File: src/rtl/cpu_pkg.sv
// Shared core package: fetch FSM states, PC-source codes, reset/exception PCs.
// Imported by the fetch stage, its next-PC helper and the bench.
package cpu_pkg;

  typedef enum logic [1:0] {
    S_REQ  = 2'd0,
    S_WAIT = 2'd1,
    S_HOLD = 2'd2
  } if_state_e;

  localparam logic [1:0] PC_SEQ = 2'b00;
  localparam logic [1:0] PC_J   = 2'b01;
  localparam logic [1:0] PC_JR  = 2'b10;

  localparam logic [31:0] RESET_PC_DEF = 32'h0040_0000;
  localparam logic [31:0] EXC_PC_DEF   = 32'h8000_0004;

endpackage

File: src/rtl/inst_fetch_if.sv
// Instruction-memory request/response port: req/addr out, ready/rvalid/rdata in.
// master = fetch stage, slave = memory.
interface inst_fetch_if;
  logic        req;
  logic [31:0] addr;
  logic        ready;
  logic        rvalid;
  logic [31:0] rdata;

  modport master (
    output req, addr,
    input  ready, rvalid, rdata
  );

  modport slave (
    input  req, addr,
    output ready, rvalid, rdata
  );
endinterface

File: src/rtl/inst_fetch_next_pc.sv
// Next-PC selector: jr > j > taken branch > sequential.
// In: pc_plus4, jump index, imm, jr target, pc_src, branch flags. Out: target.
module next_pc
  import cpu_pkg::*;
(
  input  logic [31:0] pc_plus4_i,
  input  logic [25:0] index_i,
  input  logic [31:0] imm_ext_i,
  input  logic [31:0] jr_target_i,
  input  logic [1:0]  pc_src_i,
  input  logic        branch_i,
  input  logic        branch_taken_i,
  output logic [31:0] target_o
);

  logic [31:0] br_tgt;
  assign br_tgt = pc_plus4_i + (imm_ext_i << 2);

  // pc_src 11 falls into the jr arm through bit 1
  always_comb begin
    target_o = pc_plus4_i;
    priority case (1'b1)
      pc_src_i[1]:
        target_o = jr_target_i;
      pc_src_i == PC_J:
        target_o = {pc_plus4_i[31:28], index_i, 2'b00};
      branch_i && branch_taken_i:
        target_o = br_tgt;
      default:
        target_o = pc_plus4_i;
    endcase
  end

endmodule

File: src/rtl/inst_fetch.sv
// Fetch stage: PC, one fetch per commit, holds inst for decode (macro IF_ALIGN_CHECK_EN).
// Ports: clk, reset, pc_src_i/branch*_i/imm_ext_i/jr_target_i/commit_i, imem, inst/pc/valid/misalign outs.
module inst_fetch
  import cpu_pkg::*;
#(
  parameter logic [31:0] RESET_PC = RESET_PC_DEF
`ifdef IF_ALIGN_CHECK_EN
  ,
  parameter logic [31:0] EXC_PC = EXC_PC_DEF
`endif
) (
  input  logic               clk,
  input  logic               reset,
  input  logic [1:0]         pc_src_i,
  input  logic               branch_i,
  input  logic               branch_taken_i,
  input  logic [31:0]        imm_ext_i,
  input  logic [31:0]        jr_target_i,
  input  logic               commit_i,
  inst_fetch_if.master       imem,
  output logic [31:0]        inst_o,
  output logic [5:0]         opcode_o,
  output logic [5:0]         funct_o,
  output logic [31:0]        pc_o,
  output logic [31:0]        pc_plus4_o,
  output logic               inst_valid_o,
  output logic               misalign_o
);

  if_state_e   state_q, state_d;
  logic [31:0] pc_q, pc_d;
  logic [31:0] inst_q, inst_d;
  logic        mis_q, mis_d;
  logic [31:0] pc_plus4;
  logic [31:0] target;

  assign pc_plus4 = pc_q + 32'd4;

  next_pc u_next_pc (
    .pc_plus4_i     (pc_plus4),
    .index_i        (inst_q[25:0]),
    .imm_ext_i      (imm_ext_i),
    .jr_target_i    (jr_target_i),
    .pc_src_i       (pc_src_i),
    .branch_i       (branch_i),
    .branch_taken_i (branch_taken_i),
    .target_o       (target)
  );

`ifndef IF_ALIGN_CHECK_EN
  logic unused_tgt_lsb;
  assign unused_tgt_lsb = ^target[1:0];
`endif

  always_comb begin
    state_d = state_q;
    pc_d    = pc_q;
    inst_d  = inst_q;
    mis_d   = 1'b0;
    unique case (state_q)
      S_REQ: begin
        if (imem.ready) state_d = S_WAIT;
      end
      S_WAIT: begin
        if (imem.rvalid) begin
          state_d = S_HOLD;
          inst_d  = imem.rdata;
        end
      end
      S_HOLD: begin
        if (commit_i) begin
          state_d = S_REQ;
`ifdef IF_ALIGN_CHECK_EN
          if (target[1:0] != 2'b00) begin
            pc_d  = EXC_PC;
            mis_d = 1'b1;
          end else begin
            pc_d = target;
          end
`else
          pc_d = {target[31:2], 2'b00};
`endif
        end
      end
      default: state_d = S_REQ;
    endcase
  end

  always_ff @(posedge clk) begin
    if (reset) begin
      state_q <= S_REQ;
      pc_q    <= RESET_PC;
      inst_q  <= '0;
      mis_q   <= 1'b0;
    end else begin
      state_q <= state_d;
      pc_q    <= pc_d;
      inst_q  <= inst_d;
      mis_q   <= mis_d;
    end
  end

  // held low during reset so nothing is issued before release
  assign imem.req     = (state_q == S_REQ) && !reset;
  assign imem.addr    = pc_q;
  assign inst_o       = inst_q;
  assign opcode_o     = inst_q[31:26];
  assign funct_o      = inst_q[5:0];
  assign pc_o         = pc_q;
  assign pc_plus4_o   = pc_plus4;
  assign inst_valid_o = (state_q == S_HOLD);
  assign misalign_o   = mis_q;

endmodule

File: src/flat_wrapper.sv
// flat-port wrapper written by rule: the top's interface ports become plain ports
module inst_fetch_flat import cpu_pkg::*;
#(
  parameter logic [31:0] RESET_PC = RESET_PC_DEF

)
  (clk, reset, pc_src_i, branch_i, branch_taken_i, imm_ext_i, jr_target_i, commit_i, inst_o, opcode_o, funct_o, pc_o, pc_plus4_o, inst_valid_o, misalign_o, imem_req, imem_addr, imem_ready, imem_rvalid, imem_rdata);
  inst_fetch_if imem_i ();
  input  logic clk;
  input  logic reset;
  input  logic [1:0] pc_src_i;
  input  logic branch_i;
  input  logic branch_taken_i;
  input  logic [31:0] imm_ext_i;
  input  logic [31:0] jr_target_i;
  input  logic commit_i;
  output logic [31:0] inst_o;
  output logic [5:0] opcode_o;
  output logic [5:0] funct_o;
  output logic [31:0] pc_o;
  output logic [31:0] pc_plus4_o;
  output logic inst_valid_o;
  output logic misalign_o;
  output wire logic [$bits(imem_i.req)-1:0] imem_req;
  output wire logic [$bits(imem_i.addr)-1:0] imem_addr;
  input wire logic [$bits(imem_i.ready)-1:0] imem_ready;
  input wire logic [$bits(imem_i.rvalid)-1:0] imem_rvalid;
  input wire logic [$bits(imem_i.rdata)-1:0] imem_rdata;
  assign imem_req = imem_i.req;
  assign imem_addr = imem_i.addr;
  assign imem_i.ready = imem_ready;
  assign imem_i.rvalid = imem_rvalid;
  assign imem_i.rdata = imem_rdata;
  inst_fetch #(.RESET_PC(RESET_PC)) u_core (.clk(clk), .reset(reset), .pc_src_i(pc_src_i), .branch_i(branch_i), .branch_taken_i(branch_taken_i), .imm_ext_i(imm_ext_i), .jr_target_i(jr_target_i), .commit_i(commit_i), .imem(imem_i), .inst_o(inst_o), .opcode_o(opcode_o), .funct_o(funct_o), .pc_o(pc_o), .pc_plus4_o(pc_plus4_o), .inst_valid_o(inst_valid_o), .misalign_o(misalign_o));
endmodule
File: config.mk
export PLATFORM = sky130hd
export DESIGN_NAME = inst_fetch_flat
export DESIGN_NICKNAME = d
export VERILOG_FILES = /design/src/rtl/cpu_pkg.sv /design/src/rtl/inst_fetch_if.sv /design/src/rtl/inst_fetch_next_pc.sv /design/src/rtl/inst_fetch.sv /design/src/flat_wrapper.sv
export SDC_FILE = /design/constraint.sdc
export NUM_CORES = 1
export LEC_CHECK = 0
export CORE_UTILIZATION = 35
export DETAILED_ROUTE_END_ITERATION = 7
export PLACE_DENSITY = 0.66
export SYNTH_ARGS = -nofsm -noshare
export SYNTH_HDL_FRONTEND = slang
export SYNTH_SLANG_ARGS = --single-unit
export TNS_END_PERCENT = 1
File: constraint.sdc
create_clock -name clk -period 8.8 [get_ports clk]
set_input_delay 1.32 -clock clk [delete_from_list [all_inputs] [get_ports clk]]
set_output_delay 1.32 -clock clk [all_outputs]
set_load 0.02 [all_outputs]
### Yosys cells after proc, flatten, opt, wreduce, memory -nomap -nowiden

Index checks and enable logic that the tools add are counted.

* register bits after elaboration: 64
* bits of input ports: 105
* output and inout bits: 143
* word-level logic and storage cells: 25

* add/sub/neg operators: 2
* eq/ne operators: 6
* multiplexer cells: 7
* reduce and logical (&&, ||, !) cells: 7

Operator list (count)
* two-way mux 32 bit: 3
* adder 32 x 3 -> 32 bit, second input constant: 1
* adder 32 bit: 1
* two-way mux 2 bit: 3
* != test 2 bit, second input constant: 3
* one-hot mux 2 bit (3 select lines): 1
* == test 2 x 1 -> 1 bit, second input constant: 2
* AND reduction 2 bit: 2
* AND reduction 3 bit: 1
* == test 2 bit, second input constant: 1
* logical AND 1 bit: 2
* logical NOT 2 bit: 1
* logical NOT 1 bit: 1

### Depth between registers and ports, before layout

Gate-level depths: netlist (run 1).

* word-level depth: 5
* gate-level depth with buffers: 16
* mapped depth without buffers: 16

### Hierarchy

Synthesis (run 1) repeated with hierarchy kept, for this count alone.

* cell total of the unflattened synthesis: 775
* area total of the unflattened synthesis: 5514.0 um^2

Modules (own cells, without submodules)
* inst_fetch: instances 1, cells each 405, area an instance 3114.2 um^2, sequential area each 1281.2 um^2
* next_pc: instances 1, cells each 370, area an instance 2399.8 um^2, sequential area each 0.0 um^2

### Worst setup path before layout (run 1)

Ideal clock, no wire load.

* path kind: reg2reg
* start point: reg u_core.pc_q[4], in the netlist u_core.imem.addr[4]
* end point: reg u_core.pc_q[29], in the netlist u_core.imem.addr[29]
* library setup time: 86 ps
* arrival time: 3866 ps
* data required time: 8714 ps
* path slack: 4848 ps
* stages on the path, launching flop included: 15
* path buffers: 0
* clock period less this slack: 3952 ps
* cells stage by stage: dfxtp_1 > and4_4 > and4_4 > or3b_4 > nor2_4 > nand2_1 > xnor2_1 > ha_1 > a21o_1 > a21oi_1 > o21ai_0 > o41a_1 > xor2_1 > mux2i_1 > a211oi_1

* cells in the longest elaborated chain, start to end: 5

RTL lines
* start, declared: line inst_fetch.sv:31 `logic [31:0] pc_q, pc_d;`
* start signal, assigned: line inst_fetch.sv:97 `pc_q <= pc_d;`
* adder 32 x 3 -> 32 bit: line inst_fetch.sv:37 `assign pc_plus4 = pc_q + 32'd4;`
* net pc_plus4_o[23]: line flat_wrapper.sv:21 `output logic [31:0] pc_plus4_o;`
* adder 32 bit: line inst_fetch_next_pc.sv:17 `assign br_tgt = pc_plus4_i + (imm_ext_i << 2);`
* two-way mux 32 bit (3 in series): line inst_fetch_next_pc.sv:22 `priority case (1'b1)`

The timed path passes the listed nets, and every way through them passes these cells.
A chain may end at the register's enable or synchronous reset.

### Worst setup path after layout (run 1)

* start point: reg u_core.pc_q[11], in the netlist u_core.imem.addr[11]
* end point: out pc_plus4_o[21]

* cells in the longest elaborated chain, start to end: 1

RTL lines (line)
* adder 32 x 3 -> 32 bit: inst_fetch.sv:37
* end, declared: flat_wrapper.sv:21

Every way passes these cells.

==> reports/metrics.cfg, run 1 <==
[place]
dp_cells = 1133
dp_slack_ns = 3.94
dp_hpwl_microns = 15600
port_buffers = 236
gp_congestion = 0.889

[sta]
setup_viol = 0
rsz0062_at_grt = no
slew_violations = 0
fin_skew_ns = 0.00869
tns_ns = 0
tightest_slew_ns = 0.747
layout_setup_ws_ns = 4.16
slew_headroom = 0.500
period_share = 0.528
max_freq_ghz = 0.215
finalHoldViolCount = 0
period_needed_ns = 4.64

[die]
core_sq_um = 15900
num_io_pins = 248
die_w_microns = 130
die_area_sq_um = 16800
fp-row-count = 46
start_util = 0.359
die_height_microns = 130

[power_and_ir_drop]
power_frac_seq = 0.349
p_clk_frac = 0.398
p_switching_mw = 0.250
swShare = 0.281
ir_drop_v = 0.0000892
leakagePower_nw = 3.21
power_density_nw_per_um2 = 110
intPower_mw = 0.641
pwr-share-comb = 0.253

[clocking]
cts_made_buffers = 9
cts.sinks = 64
path_clk_slew_ns = 0.05
cts_tree = yes
max-clock-path-buffers = 2
cts_hold_buf = 0
cts_setup_buffers = 0
h-tree-depth = 3
clockRootBuffer = clkbuf_16
post_cts_resize_count = 0
clk_latency_ns = 0.33

[setup_path]
critPathLaunchType = flop
r2r-start = u_core.imem.addr[11]
crit_slowest_cell = clkdlybuf4s50_1
worstPathMaxFanout = 8
worstRegToRegCells = 15
regToRegSetupSlack_ns = 4.32
max_stage_delay_ns = 0.71
crit_path_start = u_core.imem.addr[11]
rr_endpoint = u_core.imem.addr[26]
cp.arrival_ns = 3.32
endpoint_kind = output port
crit_type = reg2out
crit_required_ns = 7.48
worstPathCellList = and4_2 > nand4_1 > or3b_4 > nor2_4 > nand2_1 > xnor2_1 > clkdlybuf4s50_1

[synth]
ys_ff_latch = 64
synth.lib_cells_used.distinct = 75
synth_edf_count = 0
synth_area_per_cell_sq_um = 7.54
ys_seq_area_frac = 0.224
syn_area_sq_um = 5710
async_flop_share = 0
synth_top_flop_cell = dfxtp_1
synth_cells = 757
ys.warnings.count = 0

[grt]
grt_pass1_vias = 5351
grt_max_degree = 57
met1_usage = 0.327
met3_usage = 0.0361
grt_use_total = 0.232
grt_use_met2 = 0.365
grt_antenna_before_repair = 0
gr-total-overflow = 0
grt_pass1_wl_microns = 29900
top_usage_layer = met2

[routing]
wl_per_cell_microns = 17.5
drt_pass1_iterations = 5
vias = 6088
via_per_inst = 5.30
drc_errors = 0
drt_iter0_drc = 510
wirelength_microns = 20100
drtAntennaViolNets = 0

[finish]
layout_commonest_cell = clkdlybuf4s50_1
final_util = 0.510
final_cells = 1149
fill_cells = 1567
drive_above_1_share = 0.0472
final_cell_mix = clkdlybuf4s50_1 (235), nand2_1 (119), a21oi_1 (82)
area_growth_pct = 41.8
diodes = 0
nets = 1070

[hold_path]
hp-start = u_core.inst_o[21]
hold_path_depth = 2
holdPathEnd = u_core.inst_o[21]
hp-class = reg2reg

[run]
drv_cap = 0

[run_status]
status = finished clean

==> cells in the mapped netlist, drive strengths merged, types with 5 or more instances <==
master  number  area (sq um)
nand2      120           453
a21oi       83           419
dfxtp       64          1280
buf         51           379
o21ai       44           220
nor2        43           171
clkbuf      37           209
ha          36           450
xnor2       27           244
a21o        25           188
nand3       23           128
xor2        22           193
a211oi      17           128
and3        16           103
nor3        12          60.1
inv         11          41.3
a221oi       8          70.1
nand4        8          50.1
o211ai       8          60.1
o21bai       8          60.1
and4         6          58.8
and2         5          32.5
or3          5          31.3
==> per-stage QoR <==
step	area, sq um	total power, mW	hold slack (ns)
6_report	8090	0.891	0.473
2_1_floorplan	5730	0.445	0.454
4_1_cts	8090	0.899	0.478
3_3_place_gp	7790	0.540	0.459
3_5_place_dp	7790	0.540	0.471
5_1_grt	8090	0.930	0.498
==> how the worst max path moves through the flow <==
stage / endpoint / slack (ns)
final: pc_plus4_o[21] / 4.16
after global routing: u_core.imem.addr[26] / 3.96
after CTS: pc_plus4_o[21] / 4.16
after detailed placement: u_core.imem.addr[30] / 3.94
after global placement: u_core.imem.addr[30] / 3.94
after floorplan: u_core.imem.addr[29] / 4.85
==> final cells by class <==
| class | count | area, sq um | area share |
|---|---|---|---|
| sequential | 64 | 1280 | 0.158 |
| timing repair buffer | 244 | 2420 | 0.299 |
| inverter | 13 | 48.8 | 0.00603 |
| tap | 216 | 270 | 0.0334 |
| clock inverter | 3 | 40.0 | 0.00495 |
| multi-input combinational | 596 | 3780 | 0.467 |
| clock buffer | 13 | 260 | 0.0322 |
==> state kept, by name, indices dropped and copies added (netlist names) <==
name and cells:
u_core.imem.addr 30, u_core.inst_o 32, u_core.state_q 2
==> per-layer routing <==
metal	share of wire	vias up	wire (microns)
met5	0	-	0
met4	0.016	0	316
met2	0.45	255	9080
met3	0.084	22	1700
met1	0.45	2770	9050
li1	-	3041	-
==> cell families after synthesis <==
logic type               after synthesis  share of synthesized area
flip-flops                            64                      0.224
multiplexers                           4                    0.00701
buffers and inverters                103                      0.119
XOR/XNOR                              49                     0.0765
AND/OR/NAND/NOR                      254                      0.211
other                                  1                   0.000657
AO/OA/AOI/OAI                        245                      0.279
adder cells (fa/ha/maj)               37                     0.0824
==> critical path: cells and delay by family, from the launching register on <==
| kind | cells | cell delay, ns |
|---|---|---|
| AND/OR/NAND/NOR | 5 | 1.30 |
| XOR/XNOR | 1 | 0.47 |
| buffers and inverters | 1 | 0.71 |
| flip-flops | 1 | 0.52 |
==> power by group through the flow <==
stage               logic [mW]  clock network [mW]  registers (mW)
CTS                      0.224               0.363           0.311
detailed placement       0.223                   0           0.317
global placement         0.223                   0           0.317
floorplan                0.122                   0           0.323
finish                   0.225               0.354           0.311
global route             0.243               0.374           0.312
Power figures use the tool's default switching activity.
==> run 2, diff against run 1 <==
--- a/config.mk
+++ b/config.mk
@@ -7,7 +7,7 @@
 export LEC_CHECK = 0
 export CORE_UTILIZATION = 35
 export DETAILED_ROUTE_END_ITERATION = 7
-export PLACE_DENSITY = 0.66
+export PLACE_DENSITY = 0.69
 export SYNTH_ARGS = -nofsm -noshare
 export SYNTH_HDL_FRONTEND = slang
 export SYNTH_SLANG_ARGS = --single-unit
==> constraint.sdc (replaced) <==
create_clock -name clk -period 4.1 [get_ports clk]
set_input_delay 0.615 -clock clk [delete_from_list [all_inputs] [get_ports clk]]
set_output_delay 0.615 -clock clk [all_outputs]
set_load 0.02 [all_outputs]
==> run 2 against run 1 <==
  * Non-clock buffer count increased by 51
  * Sequential share of layout area decreased by 0.71 points
  * Largest power group unchanged
  * Design area increased by 4.7%
  * Register-to-register slack got worse by 4.1 ns
  * Critical path depth increased by 8
  * Flip-flop and latch count unchanged
  * Clock power increased by 120%
  * Setup slack got worse by 3.9 ns
==> reports/metrics.cfg, run 2 (synthesis gave the netlist of run 1 again) <==
[run_status]
status = finished clean

[grt]
top_usage_layer = met2
grt_max_degree = 56  ; -1.8%
grt_antenna_before_repair = 0  ; unchanged
grt_pass1_vias = 5678  ; +6.1%
met1_usage = 0.354  ; +0.0272
gr-total-overflow = 0  ; unchanged
grt_use_met2 = 0.370  ; +0.00535
grt_use_total = 0.246  ; +0.0136
met3_usage = 0.0418  ; +0.00574
grt_pass1_wl_microns = 31400  ; +5.2%

[sta]
slew_headroom = 0.473  ; -0.0264
tightest_slew_ns = 0.787  ; +0.0404 ns
tns_ns = 0  ; unchanged
max_freq_ghz = 0.258
rsz0062_at_grt = no
setup_viol = 0  ; unchanged
period_needed_ns = 3.88
slew_violations = 0  ; unchanged
period_share = 0.946
fin_skew_ns = 0.00815  ; -0.000540 ns
layout_setup_ws_ns = 0.223  ; -3.93 ns
finalHoldViolCount = 0  ; unchanged

[setup_path]
crit_path_frequent_cell = and3_1
critPathLaunchType = flop
cp.arrival_ns = 4.09  ; +0.77 ns
worstPathCellList = and3_1 > and4_4 > buf_4 > and3_2 > xor2_1 > ha_1 > and4_1 > and3_1 > a32oi_1 > a21boi_1 > a21oi_1 > o31a_1 > a221o_1 > a221oi_1 > nor2_1
crit_slowest_cell = a221o_1
endpoint_kind = flop
crit_type = reg2reg
worstPathMaxFanout = 4  ; -4
crit_path_start = u_core.imem.addr[10]
crit_required_ns = 4.32  ; -3.16 ns
r2r-start = u_core.imem.addr[10]
max_stage_delay_ns = 0.38  ; -0.33 ns

[place]
dp_hpwl_microns = 16700  ; +7.0%
port_buffers = 236  ; unchanged
dp_cells = 1184  ; +4.5%
dp_slack_ns = 0.0955  ; -3.85 ns
gp_congestion = 0.925  ; +4.1%

[clocking]
clk_latency_ns = 0.33  ; about the same
clockRootBuffer = clkbuf_16
cts_setup_buffers = 0  ; unchanged
h-tree-depth = 3  ; unchanged
cts.sinks = 64  ; unchanged
max-clock-path-buffers = 2  ; unchanged
cts_tree = yes
cts_made_buffers = 9  ; unchanged
post_cts_resize_count = 0  ; unchanged
cts_hold_buf = 0  ; unchanged
path_clk_slew_ns = 0.05  ; about the same

[power_and_ir_drop]
total_power_mw = 1.95  ; +120%
leakagePower_nw = 3.48  ; +8.2%
ir_drop_v = 0.000208  ; +130%
power_density_nw_per_um2 = 230  ; +110%

[routing]
wl_per_cell_microns = 17.6  ; +0.67%
drtAntennaViolNets = 0  ; unchanged
drt_iter0_drc = 564  ; +11%
wirelength_microns = 21200  ; +5.1%
via_per_inst = 5.30  ; about the same
vias = 6361  ; +4.5%
drt_pass1_iterations = 6  ; +1
drc_errors = 0  ; unchanged

[finish]
final_cells = 1200  ; +4.4%
drive_above_1_share = 0.0965  ; +0.0494
fill_cells = 1573  ; +0.38%
layout_commonest_cell = clkdlybuf4s50_1
area_growth_pct = 48.5
final_util = 0.534  ; +0.0241
largest_register_ffs = 32  ; unchanged
final_cell_mix = clkdlybuf4s50_1 (235), nand2_1 (119), a21oi_1 (82)
diodes = 0  ; unchanged
nets = 1121  ; +4.8%

[die]
core_sq_um = 15900  ; unchanged
start_util = 0.359  ; unchanged
die_area_sq_um = 16800  ; unchanged
fp-row-count = 46  ; unchanged
die_w_microns = 130  ; unchanged
num_io_pins = 248  ; unchanged
die_height_microns = 130  ; unchanged

[hold_path]
hp-start = u_core.inst_o[30]
hp-class = reg2reg

[run]
drv_cap = 0  ; unchanged

## run 2: cell types whose count changed in the layout (fill, tap and decap cells not counted)
cell,delta
buf_4,+51
## run 2: worst max-delay path: cells and delay by family (launching register included)
family / cells / cell delay, ns
AOI/OAI and AO/OA: 6 / 1.48
and+or+nand+nor: 6 / 1.16
xor gates and xnor gates: 1 / 0.34
adders and majority gates: 1 / 0.34
DFF: 1 / 0.32
buffers and inverters: 1 / 0.12
## run 2: metal layers
metal | share of wire | wire [microns]
met5 | 0 | 0
met4 | 0.020 | 422
met3 | 0.087 | 1840
met2 | 0.44 | 9270
met1 | 0.46 | 9640
## run 2: final cells by class
| cell class | instances | area [sq um] | share of cell area |
|---|---|---|---|
| Multi-Input combinational cell | 596 | 3780 | 0.445 |
| Timing Repair Buffer | 295 | 2800 | 0.330 |
| Sequential cell | 64 | 1280 | 0.151 |
| Tap cell | 216 | 270 | 0.0319 |
| Clock buffer | 13 | 260 | 0.0307 |
| Inverter | 13 | 48.8 | 0.00576 |
| Clock inverter | 3 | 40.0 | 0.00472 |
## run 2: worst paths after layout
kind                                              to  slack, ns  cells past startpoint
worst min-delay path               u_core.inst_o[30]       0.47                      2
worst max register to register  u_core.imem.addr[23]       0.22                     15
worst min register to register     u_core.inst_o[30]       0.47                      2
worst max-delay path            u_core.imem.addr[23]       0.22                     15
## run 2: power by group
group / internal, mW / switching (mW) / leakage (nW)
logic: 0.248 / 0.266 / 2.81
registers: 0.642 / 0.0213 / 0.519
clock network: 0.502 / 0.271 / 0.150
## run 2: through the flow
stage	area, sq um	hold WS (ns)
2_1_floorplan	5730	0.454
4_1_cts	8480	0.470
5_1_grt	8480	0.504
3_3_place_gp	8180	0.461
3_5_place_dp	8180	0.462
6_report	8480	0.469
==> run 3, diff against run 2 <==
--- a/config.mk
+++ b/config.mk
@@ -5,7 +5,9 @@
 export SDC_FILE = /design/constraint.sdc
 export NUM_CORES = 1
 export LEC_CHECK = 0
+export ABC_AREA = 0
 export CORE_UTILIZATION = 35
+export CTS_CLUSTER_DIAMETER = 150
 export DETAILED_ROUTE_END_ITERATION = 7
 export PLACE_DENSITY = 0.69
 export SYNTH_ARGS = -nofsm -noshare
==> results of run 3 <==
No change in the layout: final DEF, timing and power equal those of run 2.
